$ cat config.mk
export PLATFORM = sky130hd
export DESIGN_NAME = switch_sequencer
export DESIGN_NICKNAME = d
export VERILOG_FILES = /design/src/rtl/switch_sequencer.sv
export SDC_FILE = /design/constraint.sdc
export NUM_CORES = 1
export LEC_CHECK = 0
export CAP_MARGIN = 20
export CORE_ASPECT_RATIO = 0.9
export CORE_MARGIN = 5
export CORE_UTILIZATION = 55
export DETAILED_ROUTE_END_ITERATION = 7
export GPL_TIMING_DRIVEN = 0
export PLACE_DENSITY = 0.83
export SLEW_MARGIN = 20
export SYNTH_ARGS = -nofsm -noshare
export SYNTH_HDL_FRONTEND = slang
export SYNTH_SLANG_ARGS = --single-unit
$ cat constraint.sdc
create_clock -name clk -period 10.63 [get_ports clk]
set_input_delay 2.126 -clock clk [delete_from_list [all_inputs] [get_ports clk]]
set_output_delay 2.126 -clock clk [all_outputs]
set_load 0.1 [all_outputs]
$ cat src/rtl/switch_sequencer.sv
// Command sequencer for a crosspoint switch array: queues host commands in an
// 8-deep FIFO and replays them one at a time through a cs / rdy handshake.
module switch_sequencer (
   input  logic        clk,
   input  logic        rst,
   input  logic        cmd_valid,
   input  logic [12:0] cmd_word,
   output logic        cmd_ready,
   input  logic        go,
   input  logic        abort,
   output logic        sw_cs,
   output logic [3:0]  sw_op,
   output logic [7:0]  sw_addr,
   output logic [15:0] sw_data,
   input  logic        sw_rdy,
   output logic        busy,
   output logic        done,
   output logic        err,
   output logic [3:0]  level
);

   // state   | meaning
   // IDLE    | waiting for go; FIFO may be filled
   // ISSUE   | one-cycle sw_cs strobe, head entry popped
   // WAIT_LO | waiting for the switch to drop sw_rdy
   // WAIT_HI | waiting for the switch to raise sw_rdy again
   // ERROR   | handshake timed out; parked until abort
   typedef enum logic [2:0] {
      IDLE    = 3'd0,
      ISSUE   = 3'd1,
      WAIT_LO = 3'd2,
      WAIT_HI = 3'd3,
      ERROR   = 3'd4
   } state_t;

   localparam logic [3:0] FIFO_FULL = 4'd8;
   localparam logic [6:0] TMO_LIMIT = 7'd100;
   localparam logic [3:0] OP_RESET  = 4'b0001;
   localparam logic [3:0] OP_WRITE  = 4'b0010;

   state_t      state_q, state_d;
   logic [12:0] mem_q [8];
   logic [12:0] mem_d [8];
   logic [2:0]  wr_ptr_q, wr_ptr_d;
   logic [2:0]  rd_ptr_q, rd_ptr_d;
   logic [3:0]  level_q, level_d;
   logic [6:0]  tmo_q, tmo_d;
   logic        err_q, err_d;
   logic        done_q, done_d;
   logic [7:0]  sw_addr_q, sw_addr_d;
   logic [15:0] sw_data_q, sw_data_d;

   logic        push;
   logic        pop;
   logic        flush;
   logic        issue;
   logic [12:0] head;
   logic [3:0]  head_op;
   logic [7:0]  head_addr;
   logic [15:0] head_data;

   // ---------------------------------------------------------------- FSM
   always_comb begin
      state_d = state_q;
      tmo_d   = tmo_q;
      err_d   = err_q;
      done_d  = 1'b0;
      pop     = 1'b0;
      flush   = 1'b0;
      if (abort) begin
         state_d = IDLE;
         flush   = 1'b1;
         err_d   = 1'b0;
      end else begin
         case (state_q)
            IDLE: begin
               if (go) begin
                  if (level_q != 4'd0) state_d = ISSUE;
                  else                 done_d  = 1'b1;
               end
            end
            ISSUE: begin
               pop     = 1'b1;
               state_d = WAIT_LO;
               tmo_d   = 7'd0;
            end
            WAIT_LO: begin
               if (!sw_rdy) begin
                  state_d = WAIT_HI;
                  tmo_d   = 7'd0;
               end else if (tmo_q == TMO_LIMIT) begin
                  state_d = ERROR;
                  err_d   = 1'b1;
                  flush   = 1'b1;
               end else begin
                  tmo_d = tmo_q + 7'd1;
               end
            end
            WAIT_HI: begin
               if (sw_rdy) begin
                  if (level_q != 4'd0) begin
                     state_d = ISSUE;
                  end else begin
                     state_d = IDLE;
                     done_d  = 1'b1;
                  end
               end else if (tmo_q == TMO_LIMIT) begin
                  state_d = ERROR;
                  err_d   = 1'b1;
                  flush   = 1'b1;
               end else begin
                  tmo_d = tmo_q + 7'd1;
               end
            end
            ERROR: begin
               state_d = ERROR;
            end
            default: begin
               state_d = IDLE;
            end
         endcase
      end
   end

   // --------------------------------------------------------------- FIFO
   // A flush (abort or timeout) wins over any push offered in the same cycle.
   assign push = cmd_valid && cmd_ready && (state_q != ERROR) && !flush;

   always_comb begin
      mem_d    = mem_q;
      wr_ptr_d = wr_ptr_q;
      rd_ptr_d = rd_ptr_q;
      level_d  = level_q;
      if (flush) begin
         wr_ptr_d = 3'd0;
         rd_ptr_d = 3'd0;
         level_d  = 4'd0;
      end else begin
         if (push) begin
            mem_d[wr_ptr_q] = cmd_word;
            wr_ptr_d        = wr_ptr_q + 3'd1;
         end
         if (pop) begin
            rd_ptr_d = rd_ptr_q + 3'd1;
         end
         case ({push, pop})
            2'b10:   level_d = level_q + 4'd1;
            2'b01:   level_d = level_q - 4'd1;
            default: level_d = level_q;
         endcase
      end
   end

   // ------------------------------------------------------ switch port
   assign issue     = (state_q == ISSUE);
   assign head      = mem_q[rd_ptr_q];
   assign head_op   = head[12] ? OP_RESET : OP_WRITE;
   assign head_addr = {4'b0000, head[11:8]};
   assign head_data = {7'b0000000, head[7], 1'b0, head[6:4], head[3:0]};

   // Address/data are shown live during the strobe and held afterwards.
   always_comb begin
      sw_addr_d = sw_addr_q;
      sw_data_d = sw_data_q;
      if (issue) begin
         sw_addr_d = head_addr;
         sw_data_d = head_data;
      end
   end

   always_ff @(posedge clk or posedge rst) begin
      if (rst) begin
         state_q   <= IDLE;
         for (int i = 0; i < 8; i++) mem_q[i] <= 13'd0;
         wr_ptr_q  <= 3'd0;
         rd_ptr_q  <= 3'd0;
         level_q   <= 4'd0;
         tmo_q     <= 7'd0;
         err_q     <= 1'b0;
         done_q    <= 1'b0;
         sw_addr_q <= 8'd0;
         sw_data_q <= 16'd0;
      end else begin
         state_q   <= state_d;
         mem_q     <= mem_d;
         wr_ptr_q  <= wr_ptr_d;
         rd_ptr_q  <= rd_ptr_d;
         level_q   <= level_d;
         tmo_q     <= tmo_d;
         err_q     <= err_d;
         done_q    <= done_d;
         sw_addr_q <= sw_addr_d;
         sw_data_q <= sw_data_d;
      end
   end

   assign cmd_ready = (level_q != FIFO_FULL);
   assign sw_cs     = issue;
   assign sw_op     = issue ? head_op : 4'd0;
   assign sw_addr   = sw_addr_d;
   assign sw_data   = sw_data_d;
   assign busy      = (state_q != IDLE);
   assign done      = done_q;
   assign err       = err_q;
   assign level     = level_q;

endmodule

==> impl_metrics.py <==
metrics = {
    "place": {
        "preCtsSetupSlack_ps": 5024,
        "buffer_ports.inserted": 52,
        "dp.final_hpwl_um": 9694,
        "placedCellCount": 711,
        "gp_congestion": 0.8056,
    },
    "critical_path": {
        "worst_setup_path_end_kind": "output pin",
        "worstPathMaxFanout": 10,
        "timing.critical_path.arrival_ps": 3920,
        "criticalPathCategory": "register to output pin",
        "crit_required_ps": 8500,
        "timing.critical_path.from_type": "register",
    },
    "die": {
        "die_area_um2": 15210,
        "rows": 39,
        "die_h_um": 117.5,
        "die-width_um": 129.4,
        "core_area_um2": 12640,
        "ios": 56,
        "initial_util_pct": 55.88,
    },
    "detailed_routing": {
        "drtAntennaViolNets": 0,
        "detailedRoute.firstPassIterationCount": 4,
        "viasPerCell": 5.724,
        "drt-initial-drc-count": 382,
        "routed-via-count": 4247,
        "totalWireLength_um": 15110,
        "post-route-drc-count": 0,
        "routedWlPerCell_um": 20.36,
    },
    "final_layout": {
        "seq_area_um2": 3754,
        "n_fill_cell": 857,
        "final_layout_size_suffix_gt1_share_pct": 33.56,
        "area_occupied_by_multi_input_gates_um2": 3080,
        "layout_common_cells": "150 x sky130_fd_sc_hd__dfrtp_1, 62 x sky130_fd_sc_hd__mux2_2, 52 x sky130_fd_sc_hd__clkdlybuf4s50_1",
        "area_delta_synth_final_pct": 20.52,
        "post-route-util_pct": 67.34,
        "non_filler_instance_count_after_layout": 742,
        "layout.cells.most_common": "sky130_fd_sc_hd__dfrtp_1",
        "n_antenna_cell": 0,
        "fin_nets": 592,
    },
    "synth": {
        "yosys_warnings": 0,
        "post-synth-top-area-fraction_pct": 53.15,
        "synthTopCellsByArea": "sky130_fd_sc_hd__dfrtp_1 53%, sky130_fd_sc_hd__mux2_2 9.9%, sky130_fd_sc_hd__mux2_4 8.5%, sky130_fd_sc_hd__mux4_2 8.3%, sky130_fd_sc_hd__mux2i_1 2.3%",
        "synth_edf_count": 0,
        "yosys_most_used_dff": "sky130_fd_sc_hd__dfrtp_1",
        "synth_sequential_area_ratio_pct": 53.15,
        "yosys.cell_types.count": 57,
        "synth_area_per_cell_um2": 14.32,
        "mappedNetlistArea_um2": 7062,
        "asyncSetResetFlopFracSynth_pct": 100.0,
        "postSynthRegisterBits": 150,
        "cell_type_contributing_the_most_total_cell_area_after_synthesis": "sky130_fd_sc_hd__dfrtp_1",
        "postSynthCellCount": 493,
    },
    "cts": {
        "cts.clk_slew.worst_paths_ps": 60,
        "cts_resized": 0,
        "cts.htree.levels": 4,
        "postCtsSetupBuffers": 0,
        "worst_skew_pair.late_latency_ps": 420,
        "cts_made_buffers": 17,
        "maximum_count_of_clock_buffers_along_a_single_path": 2,
        "cts_num_sinks": 150,
        "tritoncts": "built",
        "cts_stage_hold_buffer_count": 0,
        "cts_root_buf": "sky130_fd_sc_hd__clkbuf_16",
    },
    "timing": {
        "maxSlewHeadroom_pct": 32.07,
        "maxSlewViolCount": 0,
        "worst_clock_skew_ps": 6.265,
        "setup_total_negative_slack_ps": 0,
        "grt_setup_unrepaired": "no",
        "timing.fmax_mhz": 165.5,
        "timing_hold_violations_final": 0,
        "number_of_setup_violations_in_the_final_report": 0,
        "postLayoutSetupSlackWorst_ps": 4586,
        "final.period_utilization_pct": 56.86,
        "finalWorstPathRequiredPeriod_ps": 6044,
        "worstMarginPinSlew_ps": 1016,
        "hold_ws_ps": 479.4,
    },
    "global_routing": {
        "grt_remaining_overflow": 0,
        "number_of_antenna_violations_at_the_first_check_in_global_routing": 1,
        "globalRouteTotalUtil_pct": 21.29,
        "vias_in_the_first_global_route": 4605,
        "grt_first_pass_wirelength_um": 24720,
        "grt_max_degree": 83,
    },
    "status": {
        "run_status": "finished clean",
    },
    "min_path": {
        "timing.hold.worst.class": "register to register",
    },
    "pwr": {
        "power_leakage_nw": 3.835,
        "cellPowerDensity_nw_per_um2": 277.6,
        "irDropWorstVdd_mv": 0.2603,
    },
    "run": {
        "max_cap_violations": 0,
    },
}
layout make-up:
type | instances | share of cell area [%]
sequential | 150 | 44.10
multi-input combinational | 305 | 36.20
timing repair buffer | 53 | 6.439
clock buffer | 24 | 6.131
tap | 164 | 2.411
buffer | 30 | 2.323
clock inverter | 7 | 1.911
inverter | 9 | 0.4852
power breakdown:
part	internal, mW	switching [mW]	total, mW
registers	0.698	0.0723	0.770
clock network	0.459	0.226	0.685
logic	0.304	0.603	0.908
total	1.46	0.902	2.36
critical path: stages (launching register included):
cell	delay, ps
sky130_fd_sc_hd__dfrtp_1	360
sky130_fd_sc_hd__clkbuf_1	500
sky130_fd_sc_hd__clkbuf_1	680
sky130_fd_sc_hd__mux4_2	340
sky130_fd_sc_hd__mux2i_1	80
sky130_fd_sc_hd__o21ai_0	330
sky130_fd_sc_hd__clkdlybuf4s50_1	1200
worst paths after layout:
path | startpoint | to | slack, ps | depth (start not counted)
max | rd_ptr_q[1] | sw_data[3] | 4590 | 6
min | sw_data_q[12] | sw_data_q[12] | 480 | 1
max reg2reg | level[0] | level[3] | 7400 | 10
min reg2reg | sw_data_q[12] | sw_data_q[12] | 480 | 1
max in group asynchronous | rst | sw_addr_q[2] | 7720 | 3
min in group asynchronous | rst | mem_q[30] | 2150 | 2
metrics by stage:
| stage | power [mW] | instance area, µm² |
|---|---|---|
| 3_3_place_gp | 1.648 | 7791 |
| 6_report | 2.363 | 8511 |
| 2_1_floorplan | 1.469 | 7066 |
| 3_5_place_dp | 1.683 | 7826 |
| 5_1_grt | 2.460 | 8511 |
| 4_1_cts | 2.374 | 8511 |
logic make-up after synthesis:
family | synth area share [%]
xor gates and xnor gates | 1.240
buffers and inverters | 3.278
DFF | 53.15
muxes | 29.27
adders and majority gates | 1.347
other | 0.05310
and+or+nand+nor | 7.779
AOI/OAI and AO/OA | 3.880
cell usage after synthesis (all sizes together), types with 2 or more instances:
| master | instances |
|---|---|
| and3 | 2 |
| clkbuf | 11 |
| a211oi | 2 |
| mux2 | 104 |
| dfrtp | 150 |
| mux4 | 26 |
| nor3 | 4 |
| xor2 | 7 |
| nand3 | 5 |
| nand3b | 5 |
| buf | 19 |
| ha | 6 |
| mux2i | 16 |
| nor2 | 20 |
| inv | 9 |
| nor3b | 2 |
| or3b | 3 |
| nand2 | 27 |
| a21oi | 15 |
| o21ai | 20 |
| o211ai | 2 |
| nand4 | 2 |
| xnor2 | 3 |
| and2 | 14 |
sequential cells by signal, indices dropped and copies added (netlist names):
| register | cells |
|---|---|
| mem_q | 104 |
| sw_data_q | 16 |
| wr_ptr_q | 3 |
| state_q | 3 |
| rd_ptr_q | 3 |
| done | 1 |
| level | 4 |
| err | 1 |
| tmo_q | 7 |
| sw_addr_q | 8 |
metal layers:
layer	up-vias	global-route usage, %	wire length (µm)
met5	-	0	0
met4	0	7.468	236
met3	18	4.174	613
met2	98	34.03	7670
met1	2213	29.21	6585
li1	1918	-	-
(Power assumes the default switching activity.)
